[config.mk]
export PLATFORM = sky130hd
export DESIGN_NAME = ip_cfg_regbank_flat
export DESIGN_NICKNAME = d
export VERILOG_FILES = /design/src/rtl/ip_cfg_regbank_if.sv /design/src/rtl/ip_cfg_regbank.sv /design/src/flat_wrapper.sv
export SDC_FILE = /design/constraint.sdc
export NUM_CORES = 1
export LEC_CHECK = 0
export CAP_MARGIN = 5
export CORE_MARGIN = 2
export CORE_UTILIZATION = 52
export CTS_BUF_LIST = sky130_fd_sc_hd__clkbuf_4 sky130_fd_sc_hd__clkbuf_8
export DETAILED_ROUTE_END_ITERATION = 16
export GPL_ROUTABILITY_DRIVEN = 0
export PLACE_DENSITY_LB_ADDON = 0.12
export SYNTH_ARGS = -nofsm -noshare
export SYNTH_HDL_FRONTEND = slang
export SYNTH_SLANG_ARGS = --single-unit
[constraint.sdc]
create_clock -name clk -period 8.5 [get_ports clk]
set_clock_uncertainty 0.1 [all_clocks]
set_input_delay 0.85 -clock clk [delete_from_list [all_inputs] [get_ports clk]]
set_output_delay 0.85 -clock clk [all_outputs]
set_load 0.005 [all_outputs]
[src/rtl/ip_cfg_regbank_if.sv]
// Single-word req/ack access bus between the NoC decoder and the
// configuration register bank.
interface ip_cfg_regbank_if #(
    parameter int SIZE_REG = 32,
    parameter int ADDR_W   = 3
);
    logic                req_i;
    logic                wr_i;
    logic [ADDR_W-1:0]   addr_i;
    logic [SIZE_REG-1:0] wdata_i;
    logic                ack_o;
    logic [SIZE_REG-1:0] rdata_o;
    logic                err_o;

    modport master (
        output req_i, wr_i, addr_i, wdata_i,
        input  ack_o, rdata_o, err_o
    );

    modport slave (
        input  req_i, wr_i, addr_i, wdata_i,
        output ack_o, rdata_o, err_o
    );
endinterface

[src/rtl/ip_cfg_regbank.sv]
// Configuration/status register bank for an IP-core NoC interface:
// ID, CTRL, STATUS, SCRATCH and a done counter behind a req/ack handshake.
module ip_cfg_regbank #(
    parameter int SIZE_REG = 32,
    parameter int ADDR_W   = 3,
    parameter int CNT_W    = 16
) (
    input  logic                clk,
    input  logic                rst,
    input  logic [SIZE_REG-1:0] data_IP_ID,
    ip_cfg_regbank_if.slave     bus,
    output logic                start_o,
    input  logic                ip_done_i,
    output logic                irq_o
);

    typedef enum logic [1:0] {
        IDLE,
        ACCESS,
        RESP,
        RELEASE
    } state_t;

    state_t state, state_nx;

    logic                wr_q;
    logic [ADDR_W-1:0]   addr_q;
    logic [SIZE_REG-1:0] wdata_q;
    logic [SIZE_REG-1:0] rdata_q;
    logic                err_q;

    logic                irq_en;
    logic                busy;
    logic                done;
    logic [SIZE_REG-1:0] scratch;
    logic [CNT_W-1:0]    cnt;

    logic                acc;
    logic                wr_en;
    logic [SIZE_REG-1:0] rd_mux;
    logic                err_mux;

    always_ff @(posedge clk or posedge rst) begin
        if (rst) state <= IDLE;
        else     state <= state_nx;
    end

    always_comb begin
        state_nx = state;
        case (state)
            IDLE:    if (bus.req_i) state_nx = ACCESS;
            ACCESS:  state_nx = RESP;
            RESP:    state_nx = RELEASE;
            RELEASE: if (!bus.req_i) state_nx = IDLE;
            default: state_nx = IDLE;
        endcase
    end

    // Request fields are frozen at acceptance so later bus changes are inert
    always_ff @(posedge clk or posedge rst) begin
        if (rst) begin
            wr_q    <= 1'b0;
            addr_q  <= '0;
            wdata_q <= '0;
        end else if (state == IDLE && bus.req_i) begin
            wr_q    <= bus.wr_i;
            addr_q  <= bus.addr_i;
            wdata_q <= bus.wdata_i;
        end
    end

    assign acc   = (state == ACCESS);
    assign wr_en = acc & wr_q;

    always_comb begin
        rd_mux  = '0;
        err_mux = 1'b0;
        case (addr_q)
            ADDR_W'(0): begin
                rd_mux  = data_IP_ID;
                err_mux = wr_q;
            end
            ADDR_W'(1): rd_mux = SIZE_REG'({irq_en, 1'b0});
            ADDR_W'(2): rd_mux = SIZE_REG'({done, busy});
            ADDR_W'(3): rd_mux = scratch;
            ADDR_W'(4): rd_mux = SIZE_REG'(cnt);
            default:    err_mux = 1'b1;
        endcase
    end

    always_ff @(posedge clk or posedge rst) begin
        if (rst) begin
            rdata_q <= '0;
            err_q   <= 1'b0;
        end else if (acc) begin
            rdata_q <= wr_q ? '0 : rd_mux;
            err_q   <= err_mux;
        end
    end

    assign bus.ack_o   = (state == RESP);
    assign bus.rdata_o = bus.ack_o ? rdata_q : '0;
    assign bus.err_o   = bus.ack_o & err_q;

    always_ff @(posedge clk or posedge rst) begin
        if (rst) begin
            irq_en  <= 1'b0;
            scratch <= '0;
            start_o <= 1'b0;
        end else begin
            start_o <= wr_en && addr_q == ADDR_W'(1) && wdata_q[0];
            if (wr_en && addr_q == ADDR_W'(1)) irq_en <= wdata_q[1];
            if (wr_en && addr_q == ADDR_W'(3)) scratch <= wdata_q;
        end
    end

    // Priorities: start beats done for busy, done-set beats W1C,
    // counter clear beats increment
    always_ff @(posedge clk or posedge rst) begin
        if (rst) begin
            busy <= 1'b0;
            done <= 1'b0;
            cnt  <= '0;
            irq_o <= 1'b0;
        end else begin
            if (start_o)        busy <= 1'b1;
            else if (ip_done_i) busy <= 1'b0;
            if (ip_done_i)
                done <= 1'b1;
            else if (wr_en && addr_q == ADDR_W'(2) && wdata_q[1])
                done <= 1'b0;
            if (wr_en && addr_q == ADDR_W'(4)) cnt <= '0;
            else if (ip_done_i)                cnt <= cnt + 1'b1;
            irq_o <= irq_en & done;
        end
    end

endmodule

[src/flat_wrapper.sv]
// flat-port wrapper written by rule: the top's interface ports become plain ports
module ip_cfg_regbank_flat 
#(
    parameter int SIZE_REG = 32,
    parameter int ADDR_W   = 3,
    parameter int CNT_W    = 16
)
  (clk, rst, data_IP_ID, start_o, ip_done_i, irq_o, bus_req_i, bus_wr_i, bus_addr_i, bus_wdata_i, bus_ack_o, bus_rdata_o, bus_err_o);
  ip_cfg_regbank_if #(.SIZE_REG(SIZE_REG), .ADDR_W(ADDR_W)) bus_i ();
  input  logic clk;
  input  logic rst;
  input  logic [SIZE_REG-1:0] data_IP_ID;
  output logic start_o;
  input  logic ip_done_i;
  output logic irq_o;
  input wire logic [$bits(bus_i.req_i)-1:0] bus_req_i;
  input wire logic [$bits(bus_i.wr_i)-1:0] bus_wr_i;
  input wire logic [$bits(bus_i.addr_i)-1:0] bus_addr_i;
  input wire logic [$bits(bus_i.wdata_i)-1:0] bus_wdata_i;
  output wire logic [$bits(bus_i.ack_o)-1:0] bus_ack_o;
  output wire logic [$bits(bus_i.rdata_o)-1:0] bus_rdata_o;
  output wire logic [$bits(bus_i.err_o)-1:0] bus_err_o;
  assign bus_i.req_i = bus_req_i;
  assign bus_i.wr_i = bus_wr_i;
  assign bus_i.addr_i = bus_addr_i;
  assign bus_i.wdata_i = bus_wdata_i;
  assign bus_ack_o = bus_i.ack_o;
  assign bus_rdata_o = bus_i.rdata_o;
  assign bus_err_o = bus_i.err_o;
  ip_cfg_regbank #(.SIZE_REG(SIZE_REG), .ADDR_W(ADDR_W), .CNT_W(CNT_W)) u_core (.clk(clk), .rst(rst), .data_IP_ID(data_IP_ID), .bus(bus_i), .start_o(start_o), .ip_done_i(ip_done_i), .irq_o(irq_o));
endmodule
After elaboration in Yosys (flattened, before gate mapping)
Index checks and enable logic that the tools add are counted.
{ "word_totals": {"out_inout_bits": 36, "ff_bits": 124} }
{ "classes": {"eq_ne": 9, "muxes": 13, "reduce_logical": 14, "n_bitwise": 3, "addsub": 1} }
{ "op_table": {"columns": ["operator", "n"], "rows": [
  ["$pmux W32 S5", 1],
  ["$mux W32", 2],
  ["$mux W16", 2],
  ["$add A16 B1 Y16 const B", 1],
  ["$pmux W2 S4", 1],
  ["$logic_and A1 B1 Y1", 7],
  ["$eq A3 B2 Y1 const B", 2],
  ["$reduce_bool A2 Y1", 3],
  ["$eq A2 B2 Y1 const B", 2],
  ["$mux W1", 4],
  ["$mux W2", 2],
  ["$ne A2 B2 Y1 const B", 2],
  ["$reduce_or A4 Y1", 1],
  ["$and A1 B1 Y1", 3],
  ["$eq A3 B1 Y1 const B", 1],
  ["$eq A3 B3 Y1 const B", 1],
  ["$logic_not A3 Y1", 1],
  ["$eq A2 B1 Y1 const B", 1],
  ["$logic_not A2 Y1", 1],
  ["$pmux W1 S2", 1],
  ["$reduce_and A2 Y1", 1]
]} }

Logic depth before layout (Yosys ltp)
{ "depth": {"depth_word": 6, "mapped_depth": 8, "depth_no_buf": 5} }

Least setup slack after synthesis
No wires, ideal clock.
{ "synth_path": {"path_kind": "register to output", "from": "register u_core.state[0]", "to": "output bus_err_o", "path_stages_with_launch": 5, "required_ns": 7.550, "slack_ns": 6.447, "t_arrival_ns": 1.103, "n_path_buf": 1, "cell_sequence": "dfrtp_1 > inv_1 > ha_1 > clkbuf_1 > and2_1"} }
{ "synth_between": {"elab_chain_cells": 2} }
{ "synth_lines": {"columns": ["element", "line_no", "source"], "rows": [
  ["from (decl)", "ip_cfg_regbank.sv:24", "state_t state, state_nx;"],
  ["from (signal assigned)", "ip_cfg_regbank.sv:45", "else state <= state_nx;"],
  ["$eq A2 B2 Y1", "ip_cfg_regbank.sv:101", "assign bus.ack_o = (state == RESP);"],
  ["named net bus_ack_o", "flat_wrapper.sv:20", "output wire logic [$bits(bus_i.ack_o)-1:0] bus_ack_o;"],
  ["$and A1 B1 Y1", "ip_cfg_regbank.sv:103", "assign bus.err_o = bus.ack_o & err_q;"],
  ["to (decl)", "flat_wrapper.sv:22", "output wire logic [$bits(bus_i.err_o)-1:0] bus_err_o;"]
]} }
The timed path passes the listed nets, and every way through them passes these cells.

Final worst setup path
{ "layout_path": {"from": "register u_core.state[0]", "to": "output bus_err_o"} }
{ "layout_between": {"elab_chain_cells": 2} }
{ "layout_lines": {"columns": ["element", "line_no"], "rows": [
  ["$eq A2 B2 Y1", "ip_cfg_regbank.sv:101"],
  ["$and A1 B1 Y1", "ip_cfg_regbank.sv:103"]
]} }
Every way passes these cells.

==> flow_summary.json <==
{
  "final_util": 0.6787,
  "cts.sinks": 124,
  "synth_area_um2": 5781,
  "postCtsSetupRepairBufs": 0,
  "reg2reg_to": "u_core.scratch[8]",
  "grt_pass1_vias": 4128,
  "die_w_um": 109.4,
  "place_area_um2": 6910,
  "crit_fanout": 35,
  "yosysUniqueCellTypes": 39,
  "r2r_slack_ns": 5.47,
  "synth_edf_count": 0,
  "yosys_warnings": 0,
  "antenna_found_initial": 0,
  "drtPass1Iterations": 4,
  "holdWs_ns": 0.3793,
  "powerDensity_nw_per_um2": 322.8,
  "grt_max_degree": 88,
  "register_area_um2": 3103,
  "outcome": "completed",
  "synth_top_area_frac": 0.5368,
  "finalCritPeriodShare": 0.4193,
  "via_count": 4055,
  "clockRootBuffer": "clkbuf_8",
  "drive_above_1_share": 0.2140,
  "detail-route-antenna-nets": 0,
  "p_leak_nw": 3.102,
  "met3_length_um": 716,
  "min_to": "u_core.busy",
  "slew_headroom": 0.2801,
  "drcViolationCount": 0,
  "start_util": 0.5332,
  "dieArea_um2": 11980,
  "antenna_cells": 0,
  "cp.required_ns": 7.55,
  "wirelength_um": 13090,
  "cts_hold_buffers": 0,
  "crit_type": "reg -> out",
  "ys_ff_latch": 124,
  "nets": 650,
  "fillers": 813,
  "drv_slew": 0,
  "max_freq_ghz": 0.2806,
  "drt_iter0_markers": 164,
  "cts_tree": "built",
  "critPathLaunchType": "flop",
  "syn2layout_area_growth_pct": 27.27,
  "yosys.area.top_type": "dfrtp_1",
  "ctsLongestPathBuffers": 2,
  "maxCapViolCount": 0,
  "grt_setup_unrepaired": "no",
  "hold_path_class": "reg -> reg",
  "io_buffers": 107,
  "hold_start": "u_core.start_o",
  "syn_inst": 473,
  "wl_met1_um": 5747,
  "yosysMostFrequentCell": "dfrtp_1",
  "num_io_pins": 108,
  "whs_path_depth": 1,
  "vias_per_cell": 5.601,
  "dp.cells": 693,
  "h-tree-depth": 4,
  "finalInstanceArea_um2": 7357,
  "tns_ns": 0,
  "synth_area_per_cell_um2": 12.22,
  "ys_seq_area_frac": 0.5368,
  "hpwl_um": 8753,
  "finalSetupViolCount": 0,
  "met2_length_um": 6439,
  "hold_violations": 0,
  "fin_crit_ns": 3.564,
  "cp-end-kind": "primary output",
  "synth_flop_cell": "dfrtp_1",
  "track_usage": 0.2346,
  "vdd_drop_max_mv": 0.1657,
  "grt_remaining_overflow": 0,
  "worst_pin_slew_ns": 1.080,
  "ys_top_cells_by_count": "124 x dfrtp_1, 56 x mux2_2, 36 x inv_1",
  "r2r_cells": 4,
  "top_layer": "met4",
  "fp.coreArea_um2": 10840,
  "rows": 38,
  "ctsResizeCount": 0,
  "clk_latency_ns": 0.42,
  "r2r-start": "u_core.addr_q[2]",
  "crit_path_start": "u_core.state[0]",
  "multiInputGateArea_um2": 2394,
  "cts.clk_slew.worst_paths_ns": 0.07,
  "worstPathArrival_ns": 2.61,
  "cts_buffers": 17,
  "synth.area.top_cells": "dfrtp_1 54%, mux2_2 11%, mux2_4 7.8%, a22oi_1 3.9%, and2_1 3.8%",
  "fin_cells": 724,
  "async_flop_share": 1.000,
  "wl_per_cell_um": 18.08,
  "die_y_um": 109.4,
  "syn_nets": 551,
  "grt_first_pass_wirelength_um": 21130
}
through the flow:
step	total power [mW]	setup WS (ns)
floorplan	1.549	4.251
global placement	1.763	5.445
detailed placement	1.805	5.359
CTS	2.389	4.868
global route	2.520	4.673
finish	2.375	4.936
power breakdown:
| group | total, mW | switching, mW | internal, mW |
|---|---|---|---|
| sequential | 1.02 | 0.187 | 0.833 |
| combinational | 0.777 | 0.352 | 0.424 |
| clock | 0.578 | 0.220 | 0.358 |
placed cells by master (no fill, tap or decap), drive strengths merged, types with 2 or more instances in the layout:
| cell | instances |
|---|---|
| o22ai | 31 |
| nand2 | 10 |
| clkbuf | 24 |
| o31ai | 6 |
| bufinv | 4 |
| mux2i | 6 |
| inv | 36 |
| nand4 | 9 |
| a21oi | 8 |
| ha | 6 |
| nor2b | 2 |
| clkdlybuf4s50 | 107 |
| and2 | 36 |
| buf | 4 |
| or4 | 6 |
| nor2 | 8 |
| nand3 | 6 |
| xor2 | 3 |
| clkinv | 3 |
| nor4 | 3 |
| mux2 | 86 |
| a22oi | 30 |
| o21ai | 9 |
| dfrtp | 124 |
| or3 | 2 |
| o21bai | 3 |
worst max-delay path: stages, from the launching register on:
cell,delay [ns]
dfrtp_1,0.40
inv_1,0.12
ha_1,0.89
and2_1,0.26
clkdlybuf4s50_1,0.52
final cells by class:
cell class                      instances  share of cell area
Tap cell                              140             0.02381
Clock buffer                           24             0.04235
Timing Repair Buffer                  111              0.1497
Inverter                               36             0.01871
Multi-Input combinational cell        282              0.3253
Clock inverter                          7             0.01837
Sequential cell                       124              0.4218
flip-flops by register name, summed over array words and instances (netlist names):
signal	cells
u_core.wdata_q	32
u_core.err_q	1
u_core.wr_q	1
u_core.state	2
u_core.busy	1
u_core.irq_en	1
u_core.addr_q	3
u_core.cnt	16
u_core.start_o	1
u_core.irq_o	1
u_core.rdata_q	32
u_core.scratch	32
u_core.done	1
kinds of logic (layout without fill, tap and decap cells):
kind of cell / after synthesis / in the layout / synth area share
muxes: 92 / 92 / 0.1974
xor gates and xnor gates: 4 / 4 / 0.006062
and+or+nand+nor: 87 / 87 / 0.08831
buffers and inverters: 67 / 178 / 0.05130
adders and majority gates: 6 / 6 / 0.01299
AOI/OAI and AO/OA: 93 / 93 / 0.1071
DFF: 124 / 124 / 0.5368
worst max path at each step:
stage	cells past startpoint	endpoint
floorplan	1	u_core.addr_q[0]
global placement	4	bus_err_o
detailed placement	4	bus_err_o
CTS	4	bus_rdata_o[14]
global route	4	bus_rdata_o[16]
finish	4	bus_err_o
metal layers:
| metal | global-route usage | up-vias |
|---|---|---|
| li1 | - | 1890 |
| met1 | 0.3247 | 2035 |
| met2 | 0.3673 | 115 |
| met3 | 0.04861 | 15 |
| met4 | 0.08590 | 0 |
| met5 | 0 | - |
No activity file was read; power rests on OpenSTA's default activity.
